**src/rtl/spiker_stream_adapter.sv**
```systemverilog
// spiker_stream_adapter
//
// Snapshots a word-packed spike vector on start and streams it to the spiking
// core LANES spikes per beat over a valid/ready channel. In parallel it collects
// the core's result beats into a word-aligned result vector. Both channels run
// independently while in RUN. A frame ends once every outbound beat has been
// accepted and every result beat has been collected.
//
// Ports
//   clk_i, rst_i          clock, asynchronous active-high reset
//   start_i               frame request, honoured only in IDLE
//   spikes_i              input spikes, spike s at bit s (word i at [i*WIDTH +: WIDTH])
//   result_o              collected result spikes, same bit mapping
//   busy_o / done_o       high in RUN / one-cycle pulse at frame completion
//   core_valid_o/_ready_i outbound beat handshake
//   core_data_o           outbound spikes, core_last_o flags the final beat
//   res_valid_i/res_ready_o/res_data_i  inbound result beat handshake and data
module spiker_stream_adapter #(
    parameter int unsigned WIDTH    = 32,
    parameter int unsigned N_SPIKES = 784,
    parameter int unsigned LANES    = 8,
    localparam int unsigned N_WORDS = (N_SPIKES + WIDTH - 1) / WIDTH,
    localparam int unsigned N_BEATS = (N_SPIKES + LANES - 1) / LANES,
    localparam int unsigned BEAT_W  = $clog2(N_BEATS + 1)
) (
    input  logic                     clk_i,
    input  logic                     rst_i,
    input  logic                     start_i,
    input  logic [N_WORDS*WIDTH-1:0] spikes_i,
    output logic [N_WORDS*WIDTH-1:0] result_o,
    output logic                     busy_o,
    output logic                     done_o,
    output logic                     core_valid_o,
    input  logic                     core_ready_i,
    output logic [LANES-1:0]         core_data_o,
    output logic                     core_last_o,
    input  logic                     res_valid_i,
    output logic                     res_ready_o,
    input  logic [LANES-1:0]         res_data_i
);

    localparam int unsigned TOT_W     = N_WORDS * WIDTH;
    localparam int unsigned BEAT_BITS = N_BEATS * LANES;
    // Internal vectors cover both the word-aligned and the beat-aligned extent,
    // so every beat-sized part-select stays in range.
    localparam int unsigned PAD_W     = (BEAT_BITS > TOT_W) ? BEAT_BITS : TOT_W;

    localparam logic [BEAT_W-1:0] BEAT_CNT  = BEAT_W'(N_BEATS);
    localparam logic [BEAT_W-1:0] LAST_BEAT = BEAT_W'(N_BEATS - 1);

    typedef enum logic [1:0] {StIdle, StRun, StDone} state_e;

    state_e            state_q;
    logic [BEAT_W-1:0] tx_q, rx_q;
    logic [BEAT_W-1:0] tx_next, rx_next;
    logic [BEAT_W-1:0] tx_sel, rx_sel;
    logic [31:0]       tx_base, rx_base;
    logic [PAD_W-1:0]  snap_q, res_q;
    logic [PAD_W-1:0]  spike_mask, spikes_pad;
    logic              tx_fire, rx_fire;

    // Ones on real spike positions; padding positions stay zero everywhere.
    always_comb begin
        spike_mask = '0;
        for (int unsigned i = 0; i < N_SPIKES; i++) begin
            spike_mask[i] = 1'b1;
        end
    end

    always_comb begin
        spikes_pad              = '0;
        spikes_pad[TOT_W-1:0]   = spikes_i;
    end

    assign busy_o       = (state_q == StRun);
    assign done_o       = (state_q == StDone);
    assign core_valid_o = (state_q == StRun) && (tx_q < BEAT_CNT);
    assign core_last_o  = core_valid_o && (tx_q == LAST_BEAT);
    assign res_ready_o  = (state_q == StRun) && (rx_q < BEAT_CNT);

    assign tx_fire = core_valid_o & core_ready_i;
    assign rx_fire = res_ready_o & res_valid_i;
    assign tx_next = tx_q + BEAT_W'(tx_fire);
    assign rx_next = rx_q + BEAT_W'(rx_fire);

    // Counters reach N_BEATS at the end of a frame; clamp so the selects never
    // point past the vectors.
    assign tx_sel  = core_valid_o ? tx_q : '0;
    assign rx_sel  = res_ready_o ? rx_q : '0;
    assign tx_base = 32'(tx_sel) * LANES;
    assign rx_base = 32'(rx_sel) * LANES;

    // Snapshot is already masked, so padding lanes of the final beat read as 0.
    assign core_data_o = core_valid_o ? snap_q[tx_base +: LANES] : '0;
    assign result_o    = res_q[TOT_W-1:0];

    always_ff @(posedge clk_i or posedge rst_i) begin
        if (rst_i) begin
            state_q <= StIdle;
            tx_q    <= '0;
            rx_q    <= '0;
            snap_q  <= '0;
            res_q   <= '0;
        end else begin
            case (state_q)
                StIdle: begin
                    if (start_i) begin
                        state_q <= StRun;
                        snap_q  <= spikes_pad & spike_mask;
                        res_q   <= '0;
                        tx_q    <= '0;
                        rx_q    <= '0;
                    end
                end
                StRun: begin
                    tx_q <= tx_next;
                    rx_q <= rx_next;
                    if (rx_fire) begin
                        res_q[rx_base +: LANES] <= res_data_i & spike_mask[rx_base +: LANES];
                    end
                    if ((tx_next == BEAT_CNT) && (rx_next == BEAT_CNT)) begin
                        state_q <= StDone;
                    end
                end
                StDone:  state_q <= StIdle;
                default: state_q <= StIdle;
            endcase
        end
    end

endmodule

```
**config.mk**
```make
export PLATFORM = sky130hd
export DESIGN_NAME = spiker_stream_adapter
export DESIGN_NICKNAME = d
export VERILOG_FILES = /design/src/rtl/spiker_stream_adapter.sv
export SDC_FILE = /design/constraint.sdc
export NUM_CORES = 2
export LEC_CHECK = 0
export BUFFER_PORTS_ARGS = -buffer_cell sky130_fd_sc_hd__buf_2
export CAP_MARGIN = 10
export CORE_AREA = 2 2 625 627
export CTS_CLUSTER_SIZE = 25
export DETAILED_ROUTE_END_ITERATION = 8
export DIE_AREA = 0 0 627 629
export GPL_TIMING_DRIVEN = 0
export HOLD_SLACK_MARGIN = 0.08
export PLACE_DENSITY_LB_ADDON = 0.2
export SYNTH_ARGS = -nofsm -noshare
export SYNTH_HDL_FRONTEND = slang
export SYNTH_SLANG_ARGS = --single-unit
```
**constraint.sdc**
```tcl
create_clock -name clk_i -period 58 [get_ports clk_i]
set_input_delay 11.6 -clock clk_i [delete_from_list [all_inputs] [get_ports clk_i]]
set_output_delay 11.6 -clock clk_i [all_outputs]
set_load 0.01 [all_outputs]
```
==> summary.txt <==
Run status
  • Outcome: finished with violations
  • Failing checks: capacitance limit

Final layout
  • Nets@finish: 10200
  • Area Overhead vs Synth: 33.8%
  • Final Cell Area: 92600 sq um
  • Share of post-route cells with drive strength above 1: 0.245
  • Most common cell after layout, fill and taps aside: nand2_1
  • Post-Layout Cell Count: about 15000
  • Layout fillers: between 40000 and 50000
  • Commonest non-fill, non-tap cells in the layout: 2840 x nand2_1, 1667 x buf_2, 1600 x dfrtp_1

Routing
  • DRT Pass-1 Iters: 6
  • Vias/cell: between 4 and 5
  • Routed WL: about 530000 um
  • Met1 WL: about 180000 um
  • Top sig layer: met5
  • Initial DRC Count: around 5600
  • WL/cell: between 30 and 40 um
  • Antenna Nets Post-Route: 0
  • Metal2 WL: between 200000 and 300000 um
  • Met3 wire len: between 20000 and 30000 um
  • # DRC: 0
  • Via count: roughly 68000

Global routing
  • Largest net degree at the start of global routing: between 100 and 150
  • Gr usage total: 0.260
  • First-pass GRT wire length: just under 700000 um
  • Total grt overflow: 0
  • Number of global-route vias before repair: approximately 70000
  • Initial antenna violation count: between 60 and 70

Synth
  • Post-synth EDFFs: 0
  • Register bit count reported by yosys: 1600
  • Synth warn: 0
  • Netlist Area Pre-Place: approximately 70000 sq um
  • Synthesized Nets: 8305
  • Synth async-reset ratio: 1.00
  • Count of cell types in the netlist: 86
  • Mean Syn Cell Area: between 9 and 10 sq um
  • Mapped Cells: approximately 7500
  • Synth Flop Type: dfrtp_1
  • Seq/Total Area, Yosys: 0.579

STA
  • Final setup TNS: 0 ns
  • RSZ-0062 raised after global routing: false
  • Clock Skews: around 0.065 ns
  • Relative slew slack: 0.00282
  • Minimum clock period: around 20 ns
  • Fin. Hold Viols: 0
  • Post-route clock period utilization: 0.342
  • Top achievable clock speed: between 0.05 and 0.06 GHz
  • WHS: about 0.47 ns
  • Slew @ Worst Pin: approximately 1.5 ns
  • Final Max Tran Viols: 0
  • Final Setup Violations: 0

Clocking
  • CTS Buf Count: approximately 210
  • Worst skew pair latency: 0.93 ns
  • CTS tree: done
  • Post-CTS sizing: 0
  • CTS root buf: clkbuf_16
  • CTS sink count: 1600
  • Post-cts hold buffer count: 0
  • Reg clk slew, reported paths: roughly 0.060 ns
  • CTS max path bufs: 4
  • H-Tree Depth: 4
  • Post-CTS Setup Bufs: 0

Die
  • Number of cell rows: 229
  • Core area: 388000 sq um
  • Die Y: between 600 and 700 um
  • Initial core utilization: 0.179
  • Die Wd: between 600 and 700 um
  • Die ar.: about 390000 sq um
  • Io pins: roughly 1600

Critical path
  • CP arrival: roughly 8.2 ns
  • R2R Path Start: state_q[1]
  • Worst Setup End Kind: output port
  • Crit-path max FO: 11
  • CP Launch Point: tx_q[0]
  • Required @ worst endpoint: ~46 ns
  • Startpoint types: register
  • Setup Crit Path Kind: register to output port

Power
  • PwrDens: between 40 and 50 nW/um^2
  • Combinational power share: 0.380
  • Switching Share: 0.447
  • Switching Power: 0.00189 W
  • Clock power share: 0.322
  • Leak pwr: 46.5 nW
  • Worst IR Drop VDD: about 26 uV
  • Pwr Total: around 0.0042 W
  • Seq pwr share: 0.298
  • Internal power: 0.00233 W

Job
  • Max Cap Viol: 1

Placement
  • HPWL Detailed: around 430000 um
  • IO buf count: approximately 1600
  • Placed Area: roughly 85000 sq um
  • Placed Cells: ~14000
  • Placer congestion estimate: roughly 0.91

Hold path
  • Critical hold path startpoint: snap_q[695]
  • Hold Crit Class: register to register
-- per-layer routing --
| metal | vias up | GRT usage |
|---|---|---|
| li1 | 29200 | - |
| met1 | 34800 | 0.271 |
| met2 | 3282 | 0.475 |
| met3 | 995 | 0.0394 |
| met4 | 16 | 0.180 |
| met5 | - | 0 |
-- metrics by stage --
step,setup slack [ns],util
after floorplan,1.25,-
after global placement,-19.33,0.216
after CTS,38.03,0.239
after global routing,38.30,0.239
after detailed placement,39.11,0.220
final,38.17,0.239
-- logic make-up (layout without fill, tap and decap cells) --
family,count (synthesis),in the layout,synth area share
flops,1600,1600,0.579
mux,302,302,0.0505
simple gates,3851,3851,0.231
xor+xnor,5,5,0.000633
buf+inv,605,2673,0.0344
other cells,0,35,0
fa+ha+maj,6,6,0.00108
compound gates,1117,1117,0.104
-- critical path: stages (launching register included) --
cell,delay [ns]
dfrtp_1,0.40
clkbuf_1,0.52
clkbuf_1,0.98
buf_1,1.05
clkbuf_2,0.92
and3_1,0.28
a211oi_1,0.05
o311ai_0,0.96
a31oi_1,0.64
a211oi_1,1.13
buf_2,0.29
-- final timing paths --
check                                 end  slack (ns)  cells past startpoint
max                        core_data_o[0]       38.17                     10
min                           snap_q[695]        0.47                      2
max reg2reg                 result_o[244]       50.71                     20
min reg2reg                   snap_q[695]        0.47                      2
max in group asynchronous     snap_q[385]       44.26                      7
min in group asynchronous   result_o[393]       10.78                      2
-- Yosys cell counts, types with 7 or more instances --
cell type | count | share of area
mux4_2 | 34 | 0.011
nand3_1 | 604 | 0.044
a21oi_1 | 98 | 0.0071
a31o_2 | 65 | 0.0082
o2bb2ai_1 | 7 | 0.00089
a211oi_1 | 30 | 0.0033
and3_1 | 22 | 0.0020
nor2_1 | 118 | 0.0064
a31oi_1 | 18 | 0.0016
o211a_1 | 10 | 0.0014
o21ai_0 | 564 | 0.041
a221oi_1 | 92 | 0.012
a22oi_1 | 10 | 0.0011
o211ai_1 | 11 | 0.0012
o311ai_0 | 7 | 0.00089
a211o_1 | 11 | 0.0014
clkbuf_1 | 483 | 0.026
a32o_1 | 17 | 0.0025
buf_2 | 35 | 0.0025
nor2_2 | 18 | 0.0016
buf_4 | 8 | 0.00087
a311oi_1 | 40 | 0.0051
nand2_1 | 2840 | 0.15
or3_1 | 7 | 0.00063
o31ai_1 | 23 | 0.0025
nor2b_1 | 45 | 0.0041
o22ai_1 | 17 | 0.0015
a22o_1 | 16 | 0.0020
dfrtp_1 | 1600 | 0.58
a2111oi_0 | 16 | 0.0020
a2bb2oi_1 | 12 | 0.0015
mux2_2 | 23 | 0.0037
inv_1 | 15 | 0.00081
buf_1 | 56 | 0.0030
nand4_1 | 48 | 0.0043
and2_1 | 42 | 0.0038
nor3_1 | 54 | 0.0039
nor4_1 | 14 | 0.0013
mux2i_1 | 244 | 0.035
-- power by group through the flow --
| stage | clock [W] | sequential (W) | combinational [W] |
|---|---|---|---|
| after global routing | 0.00143 | 0.00127 | 0.00162 |
| after detailed placement | 0 | 0.00128 | 0.00161 |
| after CTS | 0.00139 | 0.00126 | 0.00161 |
| final | 0.00136 | 0.00126 | 0.00160 |
| after floorplan | 0 | 0.00131 | 0.000481 |
| after global placement | 0 | 0.00128 | 0.00153 |
-- final cells by class --
class | count | area, sq um | share of cell area
inverters | 17 | 71.3 | 0.000770
diodes | 35 | 87.6 | 0.000946
plain buffers | 588 | 2430 | 0.0262
clock buffers | 287 | 5890 | 0.0636
clock inverters | 87 | 1120 | 0.0121
well taps | 5197 | 6500 | 0.0702
multi-input cells | 5281 | 26900 | 0.290
repair buffers | 1694 | 9600 | 0.104
flip-flops and latches | 1600 | 40000 | 0.432
-- flip-flops by register name, indices dropped and copies added, names as in the netlist --
name and flops:
state_q 2, tx_q 7, snap_q 784, result_o 800, rx_q 7
Power figures use the tool's default switching activity.
